<file path="config.mk">
export PLATFORM = sky130hd
export DESIGN_NAME = pxs_str_vga_split
export DESIGN_NICKNAME = d
export VERILOG_FILES = /design/src/rtl/pxs_str_vga_split.sv
export SDC_FILE = /design/constraint.sdc
export NUM_CORES = 1
export LEC_CHECK = 0
export CAP_MARGIN = 20
export CORE_MARGIN = 5
export CORE_UTILIZATION = 32
export DETAILED_ROUTE_END_ITERATION = 8
export GPL_TIMING_DRIVEN = 0
export PLACE_DENSITY = 0.64
export REMOVE_ABC_BUFFERS = 1
export SYNTH_ARGS = -nofsm -noshare
export SYNTH_HDL_FRONTEND = slang
export SYNTH_SLANG_ARGS = --single-unit
</file>
<file path="constraint.sdc">
create_clock -name clk -period 2.8 [get_ports clk]
set_input_delay 0.56 -clock clk [delete_from_list [all_inputs] [get_ports clk]]
set_output_delay 0.56 -clock clk [all_outputs]
set_load 0.02 [all_outputs]
</file>
<file path="src/rtl/pxs_str_vga_split.sv">
// VGA stream splitter: registers the packed stream fields, derives line/frame
// boundary pulses and tracks raster lock. Optional checker: PXS_VGA_SPLIT_CHECK_EN.
module pxs_str_vga_split #(
    parameter int H_ACTIVE = 640,
    parameter int V_ACTIVE = 480
) (
    input  logic        clk,
    input  logic        rst_n,
    input  logic [22:0] VGAStr,
    input  logic        err_clr,
    output logic        HSync,
    output logic        VSync,
    output logic        ActiveVideo,
    output logic [9:0]  XCoord,
    output logic [9:0]  YCoord,
    output logic        sol,
    output logic        eol,
    output logic        sof,
    output logic        eof,
    output logic        locked,
    output logic [15:0] frame_cnt,
    output logic        err
);

    // Stream field layout (matches the Pxs.vh HS/VS/Active/XC/YC macros)
    localparam int HS_BIT  = 22;
    localparam int VS_BIT  = 21;
    localparam int ACT_BIT = 20;
    localparam int XC_LSB  = 10;
    localparam int YC_LSB  = 0;

    localparam logic [9:0] X_LAST = 10'(H_ACTIVE - 1);
    localparam logic [9:0] Y_LAST = 10'(V_ACTIVE - 1);

    typedef enum logic [0:0] {
        ST_UNLOCKED = 1'b0,
        ST_LOCKED   = 1'b1
    } state_t;

    state_t      state_r;
    state_t      state_nxt_s;
    logic        in_hs_s;
    logic        in_vs_s;
    logic        in_act_s;
    logic [9:0]  in_x_s;
    logic [9:0]  in_y_s;
    logic        sol_s;
    logic        eol_s;
    logic        sof_s;
    logic        eof_s;
    logic        cont_err_s;
    logic        cnt_inc_s;
    logic [15:0] frame_cnt_r;

    // Field extraction and boundary decode on the incoming pixel
    always_comb begin
        in_hs_s  = VGAStr[HS_BIT];
        in_vs_s  = VGAStr[VS_BIT];
        in_act_s = VGAStr[ACT_BIT];
        in_x_s   = VGAStr[XC_LSB +: 10];
        in_y_s   = VGAStr[YC_LSB +: 10];
        sol_s    = in_act_s && (in_x_s == 10'd0);
        eol_s    = in_act_s && (in_x_s == X_LAST);
        sof_s    = sol_s && (in_y_s == 10'd0);
        eof_s    = eol_s && (in_y_s == Y_LAST);
    end

`ifdef PXS_VGA_SPLIT_CHECK_EN
    logic       prev_act_r;
    logic [9:0] prev_x_r;
    logic [9:0] prev_y_r;
    logic [9:0] last_line_y_r;
    logic       after_eof_r;
    logic       err_r;
    logic [9:0] nxt_x_s;
    logic [9:0] nxt_line_y_s;

    // Continuity check: only active pixels seen while locked are judged
    always_comb begin
        nxt_x_s      = prev_x_r + 10'd1;
        nxt_line_y_s = after_eof_r ? 10'd0 : (last_line_y_r + 10'd1);
        cont_err_s   = 1'b0;
        if ((state_r == ST_LOCKED) && in_act_s) begin
            if (prev_act_r) begin
                cont_err_s = (in_x_s != nxt_x_s) || (in_y_s != prev_y_r);
            end else begin
                cont_err_s = (in_x_s != 10'd0) || (in_y_s != nxt_line_y_s);
            end
        end else begin
            cont_err_s = 1'b0;
        end
    end

    // Scan history; after_eof marks that the next line must restart at Y=0
    always_ff @(posedge clk) begin
        if (!rst_n) begin
            prev_act_r    <= 1'b0;
            prev_x_r      <= 10'd0;
            prev_y_r      <= 10'd0;
            last_line_y_r <= 10'd0;
            after_eof_r   <= 1'b1;
        end else begin
            prev_act_r <= in_act_s;
            if (in_act_s) begin
                prev_x_r    <= in_x_s;
                prev_y_r    <= in_y_s;
                after_eof_r <= eof_s;
            end
            if (eol_s) begin
                last_line_y_r <= in_y_s;
            end
        end
    end

    // Sticky error flag; a fresh error beats a simultaneous clear
    always_ff @(posedge clk) begin
        if (!rst_n) begin
            err_r <= 1'b0;
        end else if (cont_err_s) begin
            err_r <= 1'b1;
        end else if (err_clr) begin
            err_r <= 1'b0;
        end
    end

    assign err = err_r;
`else
    logic unused_err_clr_s;

    assign unused_err_clr_s = err_clr;
    assign cont_err_s       = 1'b0;
    assign err              = 1'b0;
`endif

    // Lock state register
    always_ff @(posedge clk) begin
        if (!rst_n) begin
            state_r <= ST_UNLOCKED;
        end else begin
            state_r <= state_nxt_s;
        end
    end

    // Lock next-state: acquire on sof, drop only on a continuity error
    always_comb begin
        state_nxt_s = state_r;
        cnt_inc_s   = 1'b0;
        case (state_r)
            ST_UNLOCKED: begin
                if (sof_s) begin
                    state_nxt_s = ST_LOCKED;
                end else begin
                    state_nxt_s = ST_UNLOCKED;
                end
            end
            ST_LOCKED: begin
                if (cont_err_s) begin
                    state_nxt_s = ST_UNLOCKED;
                end else begin
                    state_nxt_s = ST_LOCKED;
                    cnt_inc_s   = eof_s;
                end
            end
            default: begin
                state_nxt_s = ST_UNLOCKED;
            end
        endcase
    end

    // Output pipeline stage: one clock from VGAStr to every output
    always_ff @(posedge clk) begin
        if (!rst_n) begin
            HSync       <= 1'b0;
            VSync       <= 1'b0;
            ActiveVideo <= 1'b0;
            XCoord      <= 10'd0;
            YCoord      <= 10'd0;
            sol         <= 1'b0;
            eol         <= 1'b0;
            sof         <= 1'b0;
            eof         <= 1'b0;
            frame_cnt_r <= 16'd0;
        end else begin
            HSync       <= in_hs_s;
            VSync       <= in_vs_s;
            ActiveVideo <= in_act_s;
            XCoord      <= in_x_s;
            YCoord      <= in_y_s;
            sol         <= sol_s;
            eol         <= eol_s;
            sof         <= sof_s;
            eof         <= eof_s;
            if (cnt_inc_s) begin
                frame_cnt_r <= frame_cnt_r + 16'd1;
            end
        end
    end

    assign locked    = (state_r == ST_LOCKED);
    assign frame_cnt = frame_cnt_r;

endmodule

</file>
**Word-level counts from Yosys, hierarchy flattened**

Cells that the tools add are included.

- Add/sub/neg operators: 1
- Multiply operators: 0
- Div/mod/pow operators: 0
- Magnitude comparators: 0
- Equality and inequality tests: 2
- Shifts and indexed selects: 0
- Multiplexer cells: 3
- Bitwise operators: 1
- Reductions and logical operators: 6

Operators by type and width:

| kind | number |
|---|---|
| 10-bit logical NOT | 2 |
| 16-bit by 1-bit adder with 16-bit output (second input constant) | 1 |
| 10-bit == test (second input constant) | 1 |
| 10-bit by 9-bit == test with 1-bit output (second input constant) | 1 |
| 1-bit logical AND | 4 |
| 1-bit 2-to-1 mux | 2 |
| 1-bit case mux with 2 select lines | 1 |
| 1-bit NOT | 1 |

- Flip-flop bits (word level): 44
- Bits in latches: 0
- Bits in writable memories: 0
- Bits in read-only memories: 0
- Output and inout port bits: 45
- Logic and storage cells: 24
- Memories kept: 0

**Logic depth before layout (Yosys ltp)**

Gate-level depths: netlist of the first run.

- Depth after elaboration: 5
- Gate-level depth with buffers: 6
- Gate-level depth less buffers: 5

**Least setup slack after synthesis of the first run**

Ideal clock, no wire load.

- Path kind: input-to-reg
- From: input VGAStr[9]
- To: register frame_cnt_r[12], in the netlist frame_cnt[12]
- Setup time: 0.070 ns
- Arrival time: 1.754 ns
- Setup slack: 0.976 ns
- Stages on the path: 5
- Path buffers: 1
- Path through: and4bb_1 -> nand4bb_4 -> buf_6 -> or4_1 -> a21oi_1

- Longest elaborated chain between the ends: 3

Ends and longest elaborated chain:

| item | RTL line | text |
|---|---|---|
| start, declared | 9 | `input logic [22:0] VGAStr,` |
| 10-bit by 9-bit == test with 1-bit output | 65 | `eof_s = eol_s && (in_y_s == Y_LAST);` |
| 1-bit logical AND | 65 |  |
| 1-bit 2-to-1 mux | 148 | `case (state_r)` |
| end signal, assigned | 194 | `frame_cnt_r <= frame_cnt_r + 16'd1;` |
| end, declared | 53 | `logic [15:0] frame_cnt_r;` |

No other way between the ends.
A chain may end at the register's enable or synchronous reset.

**Final worst setup path of the first run**

Ends and elaborated chain as after synthesis.

==> reports/results.tsv, run 1 <==
stage	metric	value	unit
run_status	status	complete, no violations	
routing	via_per_inst	4.859	
timing	finalSetupViolations	0	
global_route	grt_pass1_vias	1370	
floorplan	pin_count	71	
clock_network	clkTransAtPathRegs	0.08	ns
place	dpl.cell_count	298	
routing	wire_per_inst	13.77	um
yosys	synth_edf_count	0	
timing	skew	0.005810	ns
clock_network	cts_tree	built	
timing	final_max_slew_viol_count	0	
critical_path	critPathRequiredTime	3.01	ns
clock_network	clock_sinks	44	
routing	vias	1487	
clock_network	numCtsBuffers	5	
power	p_leak	0.8790	nW
yosys	synth.distinct_cells	29	
floorplan	die_x	82.47	um
timing	final_hold_viol_count	0	
place	numPortBuffers	68	
routing	drc_errors	0	
place	place_hpwl	3175	um
floorplan	core-area	5107	um2
timing	fmax	438.6	MHz
floorplan	fp-row-count	26	
job	cap_violations	0	
layout	drive_gt1_share	4.237	%
global_route	grt_usage	13.05	%
critical_path	path_max_fanout	32	
critical_path	r2r_cells	5	
hold_path	hp-class	flip-flop to flip-flop	
timing	max_slew_margin	53.91	%
global_route	grt_pass1_wl	6706	um
layout	diodes	0	
floorplan	die_h	82.47	um
yosys	synth-main-ff-cell	dfxtp_1	
global_route	gr-total-overflow	0	
yosys	synth.most_common_cell	dfxtp_1	
routing	drtPass1Iterations	4	
clock_network	clk_latency	0.29	ns
timing	tns	0	ns
yosys	synthTopCellsByCount	dfxtp_1 (44), and2_1 (25), a21oi_1 (16)	
timing	worst_pin_slew	0.6892	ns
global_route	grt_max_degree	33	
timing	finalCriticalPeriod	2.280	ns
yosys	synth_area	1680	um2
routing	ant_nets	0	
layout	area_growth	50.11	%
place	place.gp.congestion	0.6889	
clock_network	ctsHoldBuffers	0	
yosys	async_flop_share	0	%
clock_network	postCtsSetupBuffers	0	
floorplan	die-area	6800	um2
routing	drt_wl_total	4213	um
global_route	antenna_found_initial	0	
yosys	yosysTopAreaCellShare	52.42	%
yosys	ys_warn_count	0	
yosys	ys_ff_latch	44	
layout	utilization	49.39	%
layout	nFillCells	493	
yosys	syn_inst	167	
clock_network	h-tree-depth	2	
floorplan	start_util	32.90	%
clock_network	cts_resized	0	
critical_path	cp.arrival	2.49	ns
power	power_density	495.6	nW/um2
timing	period_share	81.42	%
layout	fin_nets	262	
yosys	syn_area_per_cell	10.06	um2
power	ir_drop	281.1	uV
critical_path	start_kind	input pin	
yosys	synth-seq-area-share	52.42	%
layout	finalNonFillerCells	306	
timing	rsz0062_at_grt	no	
critical_path	end_kind	flip-flop	
clock_network	cts_buffer_depth	2	
hold_path	min_path_cells	2	
clock_network	cts-root-buf	clkbuf_8	
yosys	yosys-top-cells-area	dfxtp_1 (52%), and2_1 (9.3%), or4_1 (5.4%)	
routing	first_iter_violations	62	
critical_path	critPathKind	input pin to flip-flop	
yosys	synth_top_area_cell	dfxtp_1	
## worst max-delay path, cell delays in order
cell             delay [ns]
clkdlybuf4s50_1        0.43
and4bb_1               0.36
nand4bb_4              0.37
or4_1                  0.61
a21oi_1                0.15
## path summary, 6_finish.rpt
path / from / end / slack [ns]
worst max-delay path: VGAStr[9] / frame_cnt[12]$_SDFFE_PN0P_ / 0.52
worst min-delay path: frame_cnt[15]$_SDFFE_PN0P_ / frame_cnt[15]$_SDFFE_PN0P_ / 0.47
worst max register to register: frame_cnt[0]$_SDFFE_PN0P_ / frame_cnt[12]$_SDFFE_PN0P_ / 0.93
worst min register to register: frame_cnt[15]$_SDFFE_PN0P_ / frame_cnt[15]$_SDFFE_PN0P_ / 0.47
## per-stage QoR
stage               instance area (um2)  power (W)  hold WS, ns  setup WS [ns]
finish                             2522   0.001250       0.4737         0.5202
global placement                   2411  0.0007869       0.4653         0.2371
detailed placement                 2411  0.0007881       0.4676         0.2077
floorplan                          1643  0.0007051       0.5450         0.8972
CTS                                2522   0.001265       0.4797         0.5067
global route                       2522   0.001305       0.5107         0.3610
## cell type report
cell class	count	area (um2)	area share (%)
flip-flops and latches	44	880.8	34.92
multi-input cells	111	743.2	29.46
repair buffers	68	680.7	26.98
well taps	70	87.58	3.472
clock buffers	5	68.82	2.728
clock inverters	3	42.54	1.687
inverters	5	18.77	0.7440
## registers in the layout, indices dropped and copies added, names as in the netlist
signal and count:
HSync 1, sol 1, ActiveVideo 1, locked 1
eol 1, XCoord 10, sof 1, YCoord 10
eof 1, frame_cnt 16, VSync 1
## per-layer routing
| metal | GRT usage [%] | vias to the layer above | wire [um] |
|---|---|---|---|
| met3 | 3.579 | 6 | 204 |
| met4 | 4.485 | 0 | 51 |
| li1 | - | 759 | - |
| met5 | 0 | - | 0 |
| met2 | 22.44 | 33 | 2088 |
| met1 | 15.54 | 689 | 1869 |
## where the power goes
group / total (W) / switching, W / internal [W] / leakage [nW]
Sequential: 0.000647 / 0.00000390 / 0.000643 / 0.361
Combinational: 0.000125 / 0.0000550 / 0.0000699 / 0.464
Clock: 0.000479 / 0.000215 / 0.000264 / 0.0541
## cells by family after synthesis
group	synth area share (%)
AOI/OAI and AO/OA	11.84
adders and majority gates	0.7445
buffers and inverters	3.351
DFF	52.42
other	0.2232
and+or+nand+nor	31.42
## layout by cell type (no fill, tap or decap), types with 4 or more instances in the layout
master           count
clkdlybuf4s50_1     68
dfxtp_1             44
and2_1              25
a21oi_1             16
or4_1               12
o31ai_1             11
nand4_1              8
inv_1                5
clkbuf_8             5
and4_1               4
and3_1               4
nand3_1              4
o21ai_0              4
or3_1                4
(Power assumes the default switching activity.)
==> run 2, diff against run 1 <==
--- a/config.mk
+++ b/config.mk
@@ -10,7 +10,7 @@
 export CORE_UTILIZATION = 32
 export DETAILED_ROUTE_END_ITERATION = 8
 export GPL_TIMING_DRIVEN = 0
-export PLACE_DENSITY = 0.64
+export PLACE_DENSITY = 0.67
 export REMOVE_ABC_BUFFERS = 1
 export SYNTH_ARGS = -nofsm -noshare
 export SYNTH_HDL_FRONTEND = slang
==> constraint.sdc (replaced) <==
create_clock -name clk -period 1.94 [get_ports clk]
set_input_delay 0.388 -clock clk [delete_from_list [all_inputs] [get_ports clk]]
set_output_delay 0.388 -clock clk [all_outputs]
set_load 0.02 [all_outputs]
==> run 2 against run 1 <==
Critical path depth did not move; power rose by 34%; core utilization grew 2.9 points; clock skew is essentially flat; first-iteration DRC count increased by 31%; clock power increased by 17%; global-route usage rose by 1.7 points; sequential share of layout area down 1.9 points; routed wire length increased by 14%; setup slack got worse by 0.46 ns; worst hold slack worse by 0.12 ns; combinational power increased by 47%; critical endpoint is now frame_cnt[15]$_SDFFE_PN0P_; largest power group unchanged.
==> reports/results.tsv, run 2 (same netlist as run 1, synthesis figures left out) <==
stage	metric	value	unit
timing	period_share	96.69	%
timing	final_hold_viol_count	0	
routing	vias	1570	
critical_path	r2r-end	frame_cnt[12]$_SDFFE_PN0P_	
clock_network	h-tree-depth	2	
clock_network	clkTransAtPathRegs	0.08	ns
global_route	grt_pass1_wl	7493	um
global_route	grt_max_degree	27	
place	place_hpwl	3163	um
timing	fmax	533.1	MHz
routing	ant_nets	0	
layout	area_growth	58.90	%
timing	worst_pin_slew	0.7076	ns
layout	utilization	52.28	%
routing	drtPass1Iterations	4	
layout	fin_nets	272	
place	place_ws	-0.4890	ns
power	p_total	0.001676	W
critical_path	end_kind	flip-flop	
hold_path	whs_endpoint	XCoord[5]$_SDFF_PN0_	
floorplan	die_h	82.47	um
hold_path	hold_start	VGAStr[15]	
floorplan	core-area	5107	um2
global_route	gr-total-overflow	0	
hold_path	min_path_cells	2	
layout	largest_register_ffs	16	
critical_path	r2r-start	frame_cnt[0]$_SDFFE_PN0P_	
timing	skew	0.005312	ns
power	power_density	627.8	nW/um2
layout	nFillCells	486	
place	numPortBuffers	68	
routing	first_iter_violations	81	
floorplan	start_util	32.90	%
timing	final_max_slew_viol_count	0	
timing	finalSetupViolations	0	
critical_path	reg2reg_setup_slack	0.21	ns
timing	finalCriticalPeriod	1.876	ns
routing	wire_per_inst	15.29	um
floorplan	pin_count	71	
layout	multiInputGateArea	838.3	um2
floorplan	die_x	82.47	um
clock_network	cts-root-buf	clkbuf_8	
floorplan	die-area	6800	um2
clock_network	ctsHoldBuffers	0	
critical_path	cp.arrival	2.10	ns
timing	setup_ws	0.06416	ns
floorplan	fp-row-count	26	
routing	drt_wl_total	4815	um
power	p_leak	1.044	nW
routing	drc_errors	0	
timing	whs	0.3582	ns
timing	max_slew_margin	52.83	%
layout	drive_gt1_share	11.43	%
layout	diodes	0	
layout	final_cell_mix	clkdlybuf4s50_1 (56), dfxtp_1 (44), and2_1 (25), a21oi_1 (13), o31ai_1 (11)	
critical_path	critPathKind	input pin to flip-flop	
run_status	status	complete, no violations	
job	cap_violations	0	
layout	seqCellArea	880.8	um2
routing	via_per_inst	4.984	
global_route	grt_usage	14.71	%
clock_network	clock_sinks	44	
clock_network	numCtsBuffers	5	
global_route	grt_pass1_vias	1502	
clock_network	cts_buffer_depth	2	
layout	final_common_cell	clkdlybuf4s50_1	
critical_path	critPathRequiredTime	2.17	ns
critical_path	start_kind	input pin	
power	ir_drop	322.5	uV
hold_path	hp-class	input pin to flip-flop	
critical_path	path_max_fanout	8	
clock_network	cts_tree	built	
place	place.gp.congestion	0.7294	
critical_path	r2r_cells	6	
global_route	antenna_found_initial	0	
clock_network	clk_latency	0.29	ns
run 2: worst max-delay path by stage:
stage	from	slack (ns)	cells past startpoint	to
CTS	VGAStr[11]	0.006	5	frame_cnt[11]$_SDFFE_PN0P_
global placement	VGAStr[9]	-0.45	5	frame_cnt[15]$_SDFFE_PN0P_
detailed placement	VGAStr[9]	-0.49	5	frame_cnt[15]$_SDFFE_PN0P_
global route	VGAStr[17]	-0.01	6	frame_cnt[11]$_SDFFE_PN0P_
finish	VGAStr[17]	0.06	5	frame_cnt[15]$_SDFFE_PN0P_
floorplan	frame_cnt[0]$_SDFFE_PN0P_	0.18	5	frame_cnt[12]$_SDFFE_PN0P_
run 2: final cells by class:
class	count	area share (%)
Sequential cell	44	32.99
Clock buffer	5	2.577
Clock inverter	2	0.4686
Inverter	5	0.7029
Multi-Input combinational cell	113	31.40
Timing Repair Buffer	76	28.58
Tap cell	70	3.280
run 2: what timing repair did:
action                                  4_1_cts  5_1_grt
setup buffers                                 4        4
endpoints found under the setup margin       18       12
pin swaps                                     8       11
gates cloned                                  2        0
gates resized for setup                       5       21
run 2: critical path: stages:
cell and delay, ns:
clkdlybuf4s50_1 0.43, and4bb_4 0.42, nand4bb_4 0.19, or4b_4 0.55
a21oi_2 0.12
run 2: per-stage QoR:
| step | instance area [um2] | std cells | TNS, ns |
|---|---|---|---|
| 2_1_floorplan | 1643 | 160 | 0 |
| 3_3_place_gp | 2411 | 298 | -7.512 |
| 3_5_place_dp | 2411 | 298 | -8.235 |
| 4_1_cts | 2575 | 311 | 0 |
| 5_1_grt | 2670 | 315 | -0.03191 |
| 6_report | 2670 | 315 | 0 |
run 2: power breakdown:
group	internal, W	total (W)	switching [W]
Clock	0.000244	0.000559	0.000315
Sequential	0.000928	0.000933	0.00000592
Combinational	0.000100	0.000184	0.0000836
Total	0.00127	0.00168	0.000404
run 2: routing by layer:
layer	track usage (%)	up-vias	wire, um
met5	0	-	0
met4	6.478	0	85
met3	3.362	7	233
met2	25.24	31	2502
met1	17.39	749	1994
li1	-	783	-
==> run 3, diff against run 2 <==
--- a/config.mk
+++ b/config.mk
@@ -5,6 +5,7 @@
 export SDC_FILE = /design/constraint.sdc
 export NUM_CORES = 1
 export LEC_CHECK = 0
+export ABC_CLOCK_PERIOD_IN_PS = 1940
 export CAP_MARGIN = 20
 export CORE_MARGIN = 5
 export CORE_UTILIZATION = 32
==> results of run 3 <==
No change in the layout: final DEF, timing and power equal those of run 2.
